[src/rtl/atan2_pkg.sv]
// atan2_pkg: shared FSM state, octant type and octant bit positions for atan2_octant_prep
package atan2_pkg;
  typedef enum logic [1:0] {IDLE, ABS, DIV, OUT} state_t;
  typedef struct packed {
    logic q_neg;
    logic i_neg;
    logic swap;
  } octant_t;
  localparam int OCT_SWAP = 0;
  localparam int OCT_INEG = 1;
  localparam int OCT_QNEG = 2;
endpackage

[src/rtl/serial_div.sv]
// serial_div: restoring divider, (num << QW) / den one quotient bit per cycle MSB first, requires num < den
// ports: clk_i, reset_ni (async low), start loads num/den, busy while iterating, done on last step with quo valid
module serial_div #(
  parameter int DW = 17,
  parameter int QW = 16
) (
  input  logic          clk_i,
  input  logic          reset_ni,
  input  logic          start,
  input  logic [DW-1:0] num,
  input  logic [DW-1:0] den,
  output logic          busy,
  output logic          done,
  output logic [QW-1:0] quo
);
  localparam int CW = $clog2(QW);
  localparam logic [CW-1:0] LAST = CW'(QW - 1);
  logic [DW:0] rem, r2, rem_n;
  logic [QW-1:0] q;
  logic [CW-1:0] cnt;
  logic ge;
  always_comb begin
    r2 = rem << 1;
    ge = r2 >= {1'b0, den};
    rem_n = ge ? r2 - {1'b0, den} : r2;
    quo = {q[QW-2:0], ge};
    done = busy && cnt == LAST;
  end
  always_ff @(posedge clk_i or negedge reset_ni)
    if (!reset_ni) begin
      rem <= '0;
      q <= '0;
      cnt <= '0;
      busy <= 1'b0;
    end else if (start) begin
      rem <= {1'b0, num};
      q <= '0;
      cnt <= '0;
      busy <= 1'b1;
    end else if (busy) begin
      rem <= rem_n;
      q <= quo;
      cnt <= cnt + CW'(1);
      busy <= !done;
    end
endmodule

[src/rtl/atan2_octant_prep.sv]
// atan2_octant_prep: reduces (I,Q) to octant bits and min/max magnitude ratio for an atan LUT
// ports: clk_i, reset_ni (async low), s_axis_in_* sample {Q,I} in, m_axis_out_* ratio (tdata) and octant {Q<0,I<0,|Q|>|I|} (tuser)
// ATAN2_ZERO_FLAG_EN adds m_axis_out_zero_o, high with tvalid when I == Q == 0
module atan2_octant_prep
  import atan2_pkg::*;
#(
  parameter int IN_DW = 16,
  parameter int ARG_WIDTH = 16
) (
  input  logic                 clk_i,
  input  logic                 reset_ni,
  input  logic [2*IN_DW-1:0]   s_axis_in_tdata,
  input  logic                 s_axis_in_tvalid,
  output logic                 s_axis_in_tready,
  output logic [ARG_WIDTH-1:0] m_axis_out_tdata,
  output logic [2:0]           m_axis_out_tuser,
  output logic                 m_axis_out_tvalid,
`ifdef ATAN2_ZERO_FLAG_EN
  output logic                 m_axis_out_zero_o,
`endif
  input  logic                 m_axis_out_tready
);
  localparam logic [IN_DW:0] ONE = (IN_DW + 1)'(1);
  state_t state, state_n;
  logic [IN_DW-1:0] i_r, q_r;
  logic [IN_DW:0] abs_i, abs_q, num, den;
  logic swap, den_zero, short_path, div_start, div_busy, div_done;
  logic [ARG_WIDTH-1:0] quo;
  octant_t oct;
  assign abs_i = i_r[IN_DW-1] ? ~{1'b1, i_r} + ONE : {1'b0, i_r};
  assign abs_q = q_r[IN_DW-1] ? ~{1'b1, q_r} + ONE : {1'b0, q_r};
  assign swap = abs_q > abs_i;
  assign num = swap ? abs_i : abs_q;
  assign den = swap ? abs_q : abs_i;
  assign den_zero = den == '0;
  assign short_path = den_zero || num == den;
  assign div_start = state == ABS && !short_path;
  always_comb begin
    oct = '0;
    oct[OCT_QNEG] = q_r[IN_DW-1];
    oct[OCT_INEG] = i_r[IN_DW-1];
    oct[OCT_SWAP] = swap;
  end
  serial_div #(.DW(IN_DW + 1), .QW(ARG_WIDTH)) u_div (
    .clk_i    (clk_i),
    .reset_ni (reset_ni),
    .start    (div_start),
    .num      (num),
    .den      (den),
    .busy     (div_busy),
    .done     (div_done),
    .quo      (quo)
  );
  always_ff @(posedge clk_i or negedge reset_ni)
    if (!reset_ni) state <= IDLE;
    else state <= state_n;
  always_comb
    state_n = state == IDLE ? (s_axis_in_tvalid ? ABS : IDLE) :
              state == ABS  ? (short_path ? OUT : DIV) :
              state == DIV  ? (div_busy && !div_done ? DIV : OUT) :
                              (m_axis_out_tready ? IDLE : OUT);
  always_comb begin
    s_axis_in_tready = state == IDLE;
    m_axis_out_tvalid = state == OUT;
  end
  always_ff @(posedge clk_i or negedge reset_ni)
    if (!reset_ni) begin
      i_r <= '0;
      q_r <= '0;
      m_axis_out_tdata <= '0;
      m_axis_out_tuser <= '0;
    end else begin
      if (s_axis_in_tvalid && s_axis_in_tready) {q_r, i_r} <= s_axis_in_tdata;
      if (state == ABS) m_axis_out_tuser <= oct;
      if (state == ABS && short_path) m_axis_out_tdata <= den_zero ? '0 : '1;
      if (state == DIV && div_done) m_axis_out_tdata <= quo;
    end
`ifdef ATAN2_ZERO_FLAG_EN
  logic zero_r;
  always_ff @(posedge clk_i or negedge reset_ni)
    if (!reset_ni) zero_r <= 1'b0;
    else if (state == ABS) zero_r <= den_zero;
  assign m_axis_out_zero_o = zero_r & m_axis_out_tvalid;
`else
`endif
endmodule

[config.mk]
export PLATFORM = sky130hd
export DESIGN_NAME = atan2_octant_prep
export DESIGN_NICKNAME = d
export VERILOG_FILES = /design/src/rtl/atan2_pkg.sv /design/src/rtl/serial_div.sv /design/src/rtl/atan2_octant_prep.sv
export SDC_FILE = /design/constraint.sdc
export NUM_CORES = 1
export LEC_CHECK = 0
export CELL_PAD_IN_SITES_DETAIL_PLACEMENT = 0
export CELL_PAD_IN_SITES_GLOBAL_PLACEMENT = 1
export CORE_ASPECT_RATIO = 1.25
export CORE_UTILIZATION = 41
export CTS_CLUSTER_SIZE = 28
export DETAILED_ROUTE_END_ITERATION = 7
export PLACE_DENSITY_LB_ADDON = 0.1
export SYNTH_ARGS = -nofsm -noshare
export SYNTH_HDL_FRONTEND = slang
export SYNTH_HIERARCHICAL = 1
export SYNTH_SLANG_ARGS = --single-unit
[constraint.sdc]
create_clock -name clk_i -period 5.4 [get_ports clk_i]
set_input_delay 1.08 -clock clk_i [delete_from_list [all_inputs] [get_ports clk_i]]
set_output_delay 1.08 -clock clk_i [all_outputs]
set_load 0.03 [all_outputs]
# Word level (Yosys, flattened, before mapping)
# Cells that the tools add are included.
[word_totals]
regBits = 90
latchBits = 0
ramBits = 0
romBits = 0
in_bits = 36
output_inout_bits = 21
wordCells = 58
n_memories = 0
[classes]
addsub = 4
multipliers = 0
n_div = 0
order_cmp = 2
n_eq_ne = 5
shift = 0
n_mux = 23
bitwise_logic = 2
n_reduce_logical = 13
[op_table]
columns = ["cell", "count"]
rows = [
  ["$mux 17", 7],
  ["$mux 16", 3],
  ["$add 17x1->17 const B", 2],
  ["$not 17->17", 2],
  ["$mux 15", 2],
  ["$ge 18x17->1", 1],
  ["$eq 17x17->1", 1],
  ["$gt 17x17->1", 1],
  ["$logic_not 17->1", 1],
  ["$sub 17x17->17", 1],
  ["$mux 2", 4],
  ["$mux 4", 2],
  ["$logic_and 1x1->1", 6],
  ["$mux 1", 5],
  ["$add 4x1->4 const B", 1],
  ["$eq 2x2->1 const B", 2],
  ["$eq 4x4->1 const B", 1],
  ["$reduce_bool 2->1", 2],
  ["$eq 2x1->1 const B", 1],
  ["$logic_not 1->1", 2],
  ["$logic_not 2->1", 1],
  ["$logic_or 1x1->1", 1],
]

# Depth between registers and ports, before layout
[logic_depth]
ltp_word = 10
depth_mapped = 29
depth_no_buf = 25

# By module
# The synthesis kept the hierarchy.
[modules_own_cells]
columns = ["mod", "n_inst", "cells_each", "area_each_um2", "seq_area_each_um2"]
rows = [
  ["atan2_octant_prep", 1, 378, 3572.2, 1326.3],
  ["serial_div", 1, 318, 2750.1, 925.9],
]

# Least setup slack after synthesis
# Ideal clock, no wire load.
[synth_path]
kind = "register to register"
from = "register i_r[7]"
to = "register m_axis_out_tdata[0]"
setup_time_ps = 132
t_arrival_ps = 5299
required_ps = 5268
slack_ps = -31
path_stages_with_launch = 25
n_path_buf = 5
period_less_slack_ps = 5431
cell_sequence = "dfrtp_1 > or4_4 > or2_2 > o41ai_1 > xor2_1 > ha_1 > a21o_1 > a21o_1 > a21oi_1 > and3_1 > a221oi_4 > buf_4 > buf_4 > o21ai_0 > fa_1 > nor2b_4 > o31a_1 > o31ai_4 > o211a_1 > buf_6 > inv_8 > buf_8 > buf_4 > o22ai_1 > nor2_1"
[synth_via]
elab_cells_between_ends = 15
classes_between = "add/sub (1); order compare (2); eq/ne (1); mux (6); bitwise (1); reduce/logical (4)"
[synth_lines]
columns = ["element", "line", "text"]
rows = [
  ["start, declared", "atan2_octant_prep.sv:25", "logic [IN_DW-1:0] i_r, q_r;"],
  ["start signal, assigned", "atan2_octant_prep.sv:73", "if (s_axis_in_tvalid && s_axis_in_tready) {q_r, i_r} <= s_axis_in_tdata;"],
  ["$not 17->17", "atan2_octant_prep.sv:30", "assign abs_i = i_r[IN_DW-1] ? ~{1'b1, i_r} + ONE : {1'b0, i_r};"],
  ["$add 17x1->17", "atan2_octant_prep.sv:30", ""],
  ["$mux 17 (*)", "atan2_octant_prep.sv:30", ""],
  ["$gt 17x17->1 (*)", "atan2_octant_prep.sv:32", "assign swap = abs_q > abs_i;"],
  ["$mux 17 (*)", "atan2_octant_prep.sv:34", "assign den = swap ? abs_q : abs_i;"],
  ["via den[0]", "atan2_octant_prep.sv:26", "logic [IN_DW:0] abs_i, abs_q, num, den;"],
  ["$ge 18x17->1 (*)", "serial_div.sv:24", "ge = r2 >= {1'b0, den};"],
  ["via u_div.ge", "serial_div.sv:21", "logic ge;"],
  ["$mux 16 (*)", "atan2_octant_prep.sv:76", "if (state == DIV && div_done) m_axis_out_tdata <= quo;"],
  ["end signal, assigned", "atan2_octant_prep.sv:75", "if (state == ABS && short_path) m_axis_out_tdata <= den_zero ? '0 : '1;"],
  ["end signal, assigned", "atan2_octant_prep.sv:76", ""],
  ["end, declared", "atan2_octant_prep.sv:15", "output logic [ARG_WIDTH-1:0] m_axis_out_tdata,"],
]
# The timed path passes the listed nets; every way through them passes the cells marked *. The select of a mux whose other input is x is not followed.
# A chain may end at the register's enable or synchronous reset.

# Worst setup path after layout
[layout_path]
from = "register q_r[4]"
to = "register u_div.rem[4]"
[layout_via]
elab_chain_len = 10
elab_cells_between_ends = 17
classes_between = "add/sub (2); order compare (2); eq/ne (1); mux (6); bitwise (1); reduce/logical (5)"
[layout_lines]
columns = ["element", "line", "text"]
rows = [
  ["start, declared", "atan2_octant_prep.sv:25", ""],
  ["start signal, assigned", "atan2_octant_prep.sv:73", ""],
  ["$not 17->17", "atan2_octant_prep.sv:31", "assign abs_q = q_r[IN_DW-1] ? ~{1'b1, q_r} + ONE : {1'b0, q_r};"],
  ["$add 17x1->17", "atan2_octant_prep.sv:31", ""],
  ["$mux 17 (*)", "atan2_octant_prep.sv:31", ""],
  ["$gt 17x17->1", "atan2_octant_prep.sv:32", ""],
  ["$mux 17 (*)", "atan2_octant_prep.sv:34", ""],
  ["via den[8]", "atan2_octant_prep.sv:26", ""],
  ["parallel branches: the longest is 5 deep, another holds $ge 18x17->1", "--", ""],
  ["end signal, assigned", "serial_div.sv:36", "rem <= {1'b0, num};"],
  ["end signal, assigned", "serial_div.sv:41", "rem <= rem_n;"],
  ["end, declared", "serial_div.sv:18", "logic [DW:0] rem, r2, rem_n;"],
]
# Mark *: on every way through the listed nets, which the timed path passes. The select of a mux whose other input is x is not followed.

==> results.tsv <==
metric	value	unit
status	complete, no violations	
Post-synth top cells	dfrtp_1 (90), nor2_1 (78), a21oi_1 (52)	
WL per Instance	17.3	um
endpoints failing hold	0	
Worst Max-Slew Pin Slew	1.13	ns
largest net degree at the start of global routing	91	
CTS Buf Count	9	
Reg clk slew, reported paths	0.07	ns
Crit Path Class	reg -> reg	
first-pass GRT wire length	28300	um
Yosys cell types	74	
clock insertion delay at the later pin of the skew report	0.35	ns
WHS Path Cells	2	
pre-CTS setup slack	-0.104	ns
Synth Warn #	6	
Slew Viols, Final	0	
Critical Path Start Type	register	
Core ar.	0.0150	mm^2
Ports	57	
Final Cell Area	0.00848	mm^2
CTS max path bufs	2	
XOR/XNOR Fraction of Synth Area	5.26	%
Die ar.	0.0159	mm^2
async set-reset flop share out of synthesis	100	%
site row count	50	
H-Tree Depth	3	
Hold EP	m_axis_out_tuser[0]$_DFFE_PN0P_	
top-count cell post-synth	dfrtp_1	
first drt pass iteration count	4	
HP Start	m_axis_out_tuser[0]$_DFFE_PN0P_	
Sink Count	90	
HP Class	reg -> reg	
synthesized instance count	696	
layout cells sized above 1	26.4	%
post-synthesis simple-gate area fraction	17.2	%
Via Count	5596	
portion of netlist area occupied by mux cells	10.9	%
# port buffers	56	
Area contributors post-synth	dfrtp_1 (36%), ha_1 (6.9%), mux2i_1 (5.7%)	
hpwl dp	12900	um
Max Clock Freq	189	MHz
Vert. Die Dim	141	um
Worst R2R Setup Slack	0.10	ns
Post-Syn Area	0.00632	mm^2
ys flop type	dfrtp_1	
crit path DAT	5.56	ns
initial antenna violation count	0	
Final period util	98.1	%
DIE WIDTH	113	um
FF-to-FF path depth	25	
Worst R2R End	u_div/rem[4]$_DFFE_PN0P_	
dpl cell area	0.00756	mm^2
mean post-synth cell area	9.08	um^2
Layout area overhead	34.1	%
Final setup viols	0	
Crit Path Max Fanout	9	
all-layer global routing usage	22.3	%
Routed WL	17500	um
CTS tree	built	
Post-CTS Hold Buffers	0	
area share of the largest cell type after synthesis	35.6	%
Post-Synth Adder-Cell Area	7.24	%
crit path capture type	register	
post-route ant nets	0	
Nets	901	
max-cap violation count	0	
Worst slew margin	24.8	%
vias per cell	5.51	
CP Data Required Time	5.66	ns
vias in the first global route	5576	
Compound-Gate Fraction of Synth Area	18.1	%
R2R Path Start	q_r[4]$_DFFE_PN0P_	
Root Driver	clkbuf_16	
main combinational cell family by area after synthesis	compound AO/OA/AOI/OAI gates	
EDFF count, synth	0	
GRT Residual Overflow	0	
register bit count reported by yosys	90	
Yosys top cell by area	dfrtp_1	
sequential area share after synthesis	35.6	%
PnR worst setup slack	0.103	ns
Starting Density	42.1	%
RePlAce Congestion	0.893	
skew final	0.00824	ns
Inserted Diodes	0	
fill cell total of the finished layout	1358	
initial DRC count	209	
post-route minimum period	5.30	ns
Residual DRC	0	
==> worst max-delay path by stage <==
stage                                   from                              end  slack [ns]  cells past startpoint
after floorplan           i_r[7]$_DFFE_PN0P_  m_axis_out_tdata[0]$_DFFE_PN0P_        0.05                     25
after CTS                 i_r[4]$_DFFE_PN0P_         u_div/rem[4]$_DFFE_PN0P_       0.008                     23
final                     q_r[4]$_DFFE_PN0P_         u_div/rem[4]$_DFFE_PN0P_        0.10                     25
after detailed placement  i_r[9]$_DFFE_PN0P_         u_div/rem[4]$_DFFE_PN0P_       -0.10                     19
after global placement    i_r[9]$_DFFE_PN0P_         u_div/rem[1]$_DFFE_PN0P_        0.04                     20
after global routing      q_r[9]$_DFFE_PN0P_         u_div/rem[4]$_DFFE_PN0P_        -0.1                     24
==> area by class of cell <==
type                       count  area (um^2)  share of cell area, %
inverter                      43          169                   1.99
sequential                    90         2260                   26.6
clock buffer                  11          243                   2.86
tap                          182          228                   2.69
timing repair buffer         155         1400                   16.5
clock inverter                 5         67.6                  0.797
multi-input combinational    530         4120                   48.5
==> layer usage <==
metal,vias to the layer above,track usage [%],share of wire [%]
met3,32,2.67,3.0
met1,2696,29.3,45
met2,124,38.4,50
li1,2744,-,-
met5,-,0,0
met4,0,6.86,2.1
==> kinds of logic (layout without fill, tap and decap cells) <==
logic type,after synthesis,count (layout)
buf+inv,78,214
flops,90,90
mux,65,65
xor+xnor,38,38
compound gates,167,167
other cells,2,4
simple gates,220,220
fa+ha+maj,36,36
==> timing repair <==
| item | 4_1_cts | 5_1_grt |
|---|---|---|
| gates resized for setup | 17 | 57 |
| gates cloned | 2 | 1 |
| setup endpoints to repair | 12 | 19 |
| buffers inserted | 4 | 12 |
| pin swaps | 7 | 29 |
==> flip-flops by register name, indices dropped and copies added, names as in the netlist <==
register          count
u_div/q              15
u_div/cnt             4
state                 2
i_r                  16
q_r                  16
u_div/rem            17
u_div/busy            1
m_axis_out_tuser      3
m_axis_out_tdata     16
==> critical path, cell delays in order, from the launching register on <==
cell	delay, ns
dfrtp_2	0.45
or3_4	0.44
buf_4	0.17
nor3_2	0.14
a21boi_1	0.10
xnor2_1	0.17
buf_4	0.16
inv_1	0.05
ha_1	0.29
a21o_1	0.13
a21o_1	0.14
a21oi_2	0.07
and3_4	0.18
a221oi_4	0.32
buf_4	0.18
buf_12	0.12
mux2i_1	0.22
inv_1	0.08
ha_1	0.36
nand4_1	0.18
o41ai_2	0.38
o2bb2ai_1	0.14
o211a_4	0.19
buf_6	0.14
o31a_1	0.28
o21ai_1	0.12
==> layout by cell type, fill, tap and decap left out, types with 4 or more instances in the layout <==
| cell type | Yosys | routed |
|---|---|---|
| o22ai_1 | 18 | 18 |
| dfrtp_1 | 90 | 87 |
| nor2b_1 | 7 | 7 |
| nand4_1 | 9 | 9 |
| nand2_1 | 42 | 42 |
| o21ai_1 | 4 | 6 |
| a211oi_1 | 4 | 4 |
| clkbuf_16 | 0 | 10 |
| mux2i_1 | 36 | 34 |
| o31ai_1 | 8 | 7 |
| a21o_1 | 7 | 7 |
| nand2b_1 | 10 | 8 |
| xor2_2 | 0 | 5 |
| buf_4 | 3 | 92 |
| nor3b_1 | 8 | 8 |
| clkdlybuf4s50_1 | 0 | 55 |
| a21oi_1 | 52 | 50 |
| o21ai_0 | 27 | 21 |
| nor3_1 | 11 | 9 |
| or3_1 | 7 | 4 |
| xnor2_1 | 9 | 9 |
| nand3_1 | 16 | 14 |
| mux2_2 | 28 | 28 |
| and3_1 | 8 | 6 |
| xor2_1 | 29 | 24 |
| o41ai_2 | 4 | 7 |
| ha_4 | 0 | 7 |
| conb_1 | 2 | 4 |
| ha_1 | 35 | 28 |
| or2_2 | 6 | 5 |
| nor2_1 | 78 | 78 |
| inv_1 | 42 | 39 |
==> stage by stage <==
| stage | hold WS (ns) | std cells | TNS, ns | utilization [%] |
|---|---|---|---|---|
| after floorplan | 0.487 | 698 | 0 | - |
| after global placement | 0.499 | 981 | 0 | 50.4 |
| after detailed placement | 0.501 | 981 | -0.643 | 50.4 |
| after CTS | 0.519 | 1003 | 0 | 53.6 |
| after global routing | 0.536 | 1016 | -0.674 | 56.5 |
| final | 0.507 | 1016 | 0 | 56.5 |
Power is not shown: default switching activity piles up to over one toggle a cycle in this logic, so the estimate is an artifact.
==> RTL change 1, RTL diff (same flow settings) <==
Encoding of `state_t`: now one-hot (4 bits for 4 states).
--- a/src/rtl/atan2_pkg.sv
+++ b/src/rtl/atan2_pkg.sv
@@ -1,6 +1,6 @@
 // atan2_pkg: shared FSM state, octant type and octant bit positions for atan2_octant_prep
 package atan2_pkg;
-  typedef enum logic [1:0] {IDLE, ABS, DIV, OUT} state_t;
+  typedef enum logic [3:0] {IDLE = 4'b0001, ABS = 4'b0010, DIV = 4'b0100, OUT = 4'b1000} state_t;
   typedef struct packed {
     logic q_neg;
     logic i_neg;
Function: same outputs for any inputs over 10 cycles, from zero or initial values and one cycle with reset_ni low; not proved beyond that.
==> RTL change 1 against the unedited design <==
  * Cell area up 6.4%
  * Setup slack worse by 0.0074 ns
  * Global-route usage up 0.79 points
  * Sequential cell count up 2
  * First-iteration DRC count up 32%
  * Critical path depth down 1
  * Synthesized area up 7.0%
  * Utilization down 0.54 points
  * Synthesized cell count up 7.8%
  * Routed wire length up 9.2%
Power is left out: the tool's default activity adds up to more than one toggle a clock period on the data nets, which glitch-free logic cannot reach.
==> RTL change 1: results (changes against the unedited design) <==
crit_path_top_delay_cell: "sky130_fd_sc_hd__or3_4"  # was sky130_fd_sc_hd__dfrtp_2
yosys_warnings: 6  # unchanged
finalWirelength_mm: 19.2  # was 17.5 mm
worst_min_delay_path_category: "reg2reg"  # unchanged
num-nets-final: 968  # was 901
max-slew-margin-rel_pct: 57.9  # was 24.8%
insertion_delay_ns: 0.35  # about the same
drt-initial-drc-count: 276  # was 209
placedInstanceArea_um2: 8080  # was 7560 um2
skew_ns: 0.0120  # was 0.00824 ns
run_status: "finished clean"  # unchanged
synth_seq_area_share_pct: 34.0  # was 35.6%
cts_inserted_buffers: 9  # unchanged
drtAntennaViolNets: 0  # unchanged
grt_pass1_vias: 5940  # was 5576
post-dp-hpwl_mm: 14.5  # was 12.9 mm
vias_per_cell: 5.37  # was 5.51
biggest_area_contributors_in_the_synthesized_netlist: "sky130_fd_sc_hd__dfrtp_1 (34%), sky130_fd_sc_hd__ha_1 (6.5%), sky130_fd_sc_hd__a21oi_1 (5.0%)"  # was sky130_fd_sc_hd__dfrtp_1 (36%), sky130_fd_sc_hd__ha_1 (6.9%), sky130_fd_sc_hd__mux2i_1 (5.7%)
grt_start_max_net_pins: 48  # was 91
ys_async_sr_fraction_pct: 100  # unchanged
total_grt_usage_pct: 23.1  # was 22.3%
final_layout_size_suffix_gt1_share_pct: 29.7  # was 26.4%
drt_pass1_iterations: 6  # was 4
synth.top_cells.by_count: "sky130_fd_sc_hd__dfrtp_1 (91), sky130_fd_sc_hd__nor2_1 (85), sky130_fd_sc_hd__a21oi_1 (67), sky130_fd_sc_hd__inv_1 (51), sky130_fd_sc_hd__nand2_1 (41)"  # was sky130_fd_sc_hd__dfrtp_1 (90), sky130_fd_sc_hd__nor2_1 (78), sky130_fd_sc_hd__a21oi_1 (52), sky130_fd_sc_hd__inv_1 (42), sky130_fd_sc_hd__nand2_1 (42)
cpLargestDelayFamily: "simple AND/OR/NAND/NOR gates"  # was compound AO/OA/AOI/OAI gates
ys_types: 93  # was 74
antenna-diode-count: 0  # unchanged
wire_length_of_the_first_global_routing_pass_mm: 30.8  # was 28.3 mm
cts_max_path_buffers: 2  # unchanged
critPathArrivalTime_ns: 5.53  # was 5.56 ns
gpl.final_weighted_congestion: 0.957  # was 0.893
critical-path-max-stage-delay_ns: 0.41  # was 0.45 ns
clock_h_tree_levels: 3  # unchanged
timing.critical_path.fanout_max: 7  # was 9
ys_dominant_reg_cell: "sky130_fd_sc_hd__dfrtp_1"  # unchanged
-- RTL change 1: repair_timing --
item                                    in CTS  in global routing
gates resized for setup                      5                 83
endpoints found under the setup margin      12                 19
buffers inserted                             0                 23
pin swaps                                    1                 39
gates cloned                                 0                  1
-- RTL change 1: through the flow --
stage	setup slack (ns)	hold slack (ns)	utilization (%)	cells
after global placement	-0.0188	0.497	50.1	1077
after floorplan	0.0578	0.487	-	752
final	0.0952	0.518	55.9	1117
after detailed placement	-0.0700	0.501	50.1	1077
after CTS	0.000921	0.521	52.2	1093
after global routing	-0.0215	0.536	55.9	1117
-- RTL change 1: logic make-up (layout without fill, tap and decap cells) --
logic type / after synthesis / count (layout) / synth area share [%]
AO/OA/AOI/OAI: 194 / 194 / 19.2
XOR/XNOR: 40 / 40 / 5.29
adder cells (fa/ha/maj): 38 / 38 / 7.10
buffers and inverters: 89 / 238 / 6.36
flip-flops: 92 / 92 / 34.0
multiplexers: 60 / 60 / 9.63
other: 2 / 4 / 0.111
AND/OR/NAND/NOR: 235 / 235 / 18.2
-- RTL change 1: final cells by class --
class / instances / area [um2]
Clock inverter: 6 / 77.6
Fill cell: 1506 / 7110
Timing Repair Buffer: 170 / 1490
Sequential cell: 92 / 2300
Tap cell: 216 / 270
Clock buffer: 10 / 239
Inverter: 52 / 203
Multi-Input combinational cell: 571 / 4440
-- RTL change 1: final timing paths --
check                               startpoint             endpoint  slack [ns]  cells past startpoint
setup / recovery                        i_r[3]         u_div/rem[1]         0.1                     24
hold / removal             m_axis_out_tuser[1]  m_axis_out_tuser[1]        0.52                      1
setup reg to reg                        i_r[3]         u_div/rem[1]         0.1                     24
hold reg to reg            m_axis_out_tuser[1]  m_axis_out_tuser[1]        0.52                      1
max in group asynchronous             reset_ni              q_r[15]        3.58                      2
min in group asynchronous             reset_ni  m_axis_out_tdata[7]        0.74                      1
-- RTL change 1: per-layer routing --
metal | share of wire, % | track usage, % | vias up
met4 | 2.0 | 6.77 | 0
met5 | 0 | 0 | -
li1 | - | - | 2960
met2 | 50 | 38.5 | 110
met1 | 46 | 31.5 | 2904
met3 | 2.5 | 2.42 | 24
==> RTL change 2, RTL diff (config.mk and constraints unchanged) <==
Without the edit above. Set the parameter `ARG_WIDTH` to 32 (it was 16).
--- a/src/rtl/atan2_octant_prep.sv
+++ b/src/rtl/atan2_octant_prep.sv
@@ -5,7 +5,7 @@
   import atan2_pkg::*;
 #(
   parameter int IN_DW = 16,
-  parameter int ARG_WIDTH = 16
+  parameter int ARG_WIDTH = 32
 ) (
   input  logic                 clk_i,
   input  logic                 reset_ni,
Interface: changed (resized m_axis_out_tdata); port bits go from 57 to 73. The function was not compared with the original's and may differ.
==> RTL change 2 against the unedited design <==
  * Setup slack improved by 0.068 ns
  * Sequential cell count increased by 33
  * Cell area rose by 17%
  * Routed wire length grew 18%
  * Critical path depth shrank 3
  * Non-clock buffer count rose by 3
  * Synthesized area is 18% higher
  * Clock skew increased by 0.0022 ns
  * Synthesized cell count increased by 14%
  * First-iteration DRC count grew 20%
  * Sequential share of layout area up 4.5 points
Power is not shown: default switching activity piles up to over one toggle a cycle in this logic, so the estimate is an artifact.
==> RTL change 2: results (changes against the unedited design) <==
pre_cts_slack_ns: -0.212  # was -0.104 ns
critical-path-max-stage-delay_ns: 0.48  # was 0.45 ns
regToRegSetupSlack_ns: 0.17  # was 0.10 ns
layout_worst_path_cycle_share_pct: 96.8  # was 98.1%
endpoint: "u_div/rem[1]"  # was u_div/rem[4]
crit_path_top_delay_cell: "sky130_fd_sc_hd__dfrtp_1"  # was sky130_fd_sc_hd__dfrtp_2
bufAreaShareNonClock_pct: 14.4  # was 16.5%
skew_ns: 0.0104  # was 0.00824 ns
finalWirelength_mm: 20.7  # was 17.5 mm
met2_length_mm: 10.4  # was 8.75 mm
floorplan_row_count: 54  # was 50
seqCellArea_um2: 3080  # was 2260 um2
post-dp-hpwl_mm: 14.5  # was 12.9 mm
final_layout_size_suffix_gt1_share_pct: 23.3  # was 26.4%
total_setup_buffers_inserted_after_cts: 3  # was 4
gpl.final_weighted_congestion: 0.889  # was 0.893
num-nets-final: 998  # was 901
synth.top_cells.by_count: "sky130_fd_sc_hd__dfrtp_1 (123), sky130_fd_sc_hd__nor2_1 (97), sky130_fd_sc_hd__mux2i_1 (53), sky130_fd_sc_hd__a21oi_1 (47), sky130_fd_sc_hd__inv_1 (42)"  # was sky130_fd_sc_hd__dfrtp_1 (90), sky130_fd_sc_hd__nor2_1 (78), sky130_fd_sc_hd__a21oi_1 (52), sky130_fd_sc_hd__inv_1 (42), sky130_fd_sc_hd__nand2_1 (42)
route.layer.met1.wl_mm: 8.62  # was 7.90 mm
num-clock-buffers: 17  # was 11
multi_input_comb_area_um2: 4390  # was 4120 um2
vias_per_cell: 5.48  # was 5.51
timing_worst_slew_pin_value_ns: 0.830  # was 1.13 ns
synth_seq_area_share_pct: 41.2  # was 35.6%
insertion_delay_ns: 0.43  # was 0.35 ns
dr_wl_met3_um: 976  # was 520 um
drt-initial-drc-count: 251  # was 209
post_route_hold_slack_ns: 0.502  # was 0.507 ns
post-place-cells: 1112  # was 981
grt_pass1_vias: 6554  # was 5576
run_status: "finished clean"  # unchanged
clock_h_tree_levels: 4  # was 3
timing.critical_path.fanout_max: 15  # was 9
use_met3_pct: 5.52  # was 2.67%
syn2layout_area_growth_pct: 32.8  # was 34.1%
fillers: 1608  # was 1358
cts_inserted_buffers: 17  # was 9
total_grt_usage_pct: 22.5  # was 22.3%
clk_share_pct: 5.83  # was 3.66%
count_of_non_cts_buffers_in_the_layout: 158  # was 155
wire_length_of_the_first_global_routing_pass_mm: 32.9  # was 28.3 mm
largest_register_ffs: 32  # was 17
biggest_area_contributors_in_the_synthesized_netlist: "sky130_fd_sc_hd__dfrtp_1 (41%), sky130_fd_sc_hd__mux2i_1 (7.1%), sky130_fd_sc_hd__ha_1 (6.0%)"  # was sky130_fd_sc_hd__dfrtp_1 (36%), sky130_fd_sc_hd__ha_1 (6.9%), sky130_fd_sc_hd__mux2i_1 (5.7%)
layout.cells.non_filler: 1162  # was 1016
crit-reg2reg-launch: "q_r[2]"  # was q_r[4]
clock-sinks: 123  # was 90
grt_use_met2_pct: 37.9  # was 38.4%
n_multi_input_combinational_cell: 582  # was 530
reg2regPathDepth: 22  # was 25
==> RTL change 2: changes by cell type after synthesis, sizes merged, moves of 8 or more <==
| cell | before | now |
|---|---|---|
| o22ai | 18 | 32 |
| mux2i | 37 | 53 |
| dfrtp | 90 | 123 |
| clkbuf | 18 | 27 |
| nor2 | 79 | 97 |
| nand3 | 16 | 24 |
==> RTL change 2: cell families (layout without fill, tap and decap cells) <==
logic type | Yosys count | count (layout) | share of synthesized area, %
AO/OA/AOI/OAI | 169 | 169 | 15.0
XOR/XNOR | 42 | 42 | 4.92
adder cells (fa/ha/maj) | 37 | 37 | 6.30
buffers and inverters | 88 | 233 | 4.86
flip-flops | 123 | 123 | 41.2
multiplexers | 81 | 81 | 11.3
other | 2 | 4 | 0.101
AND/OR/NAND/NOR | 249 | 249 | 16.4
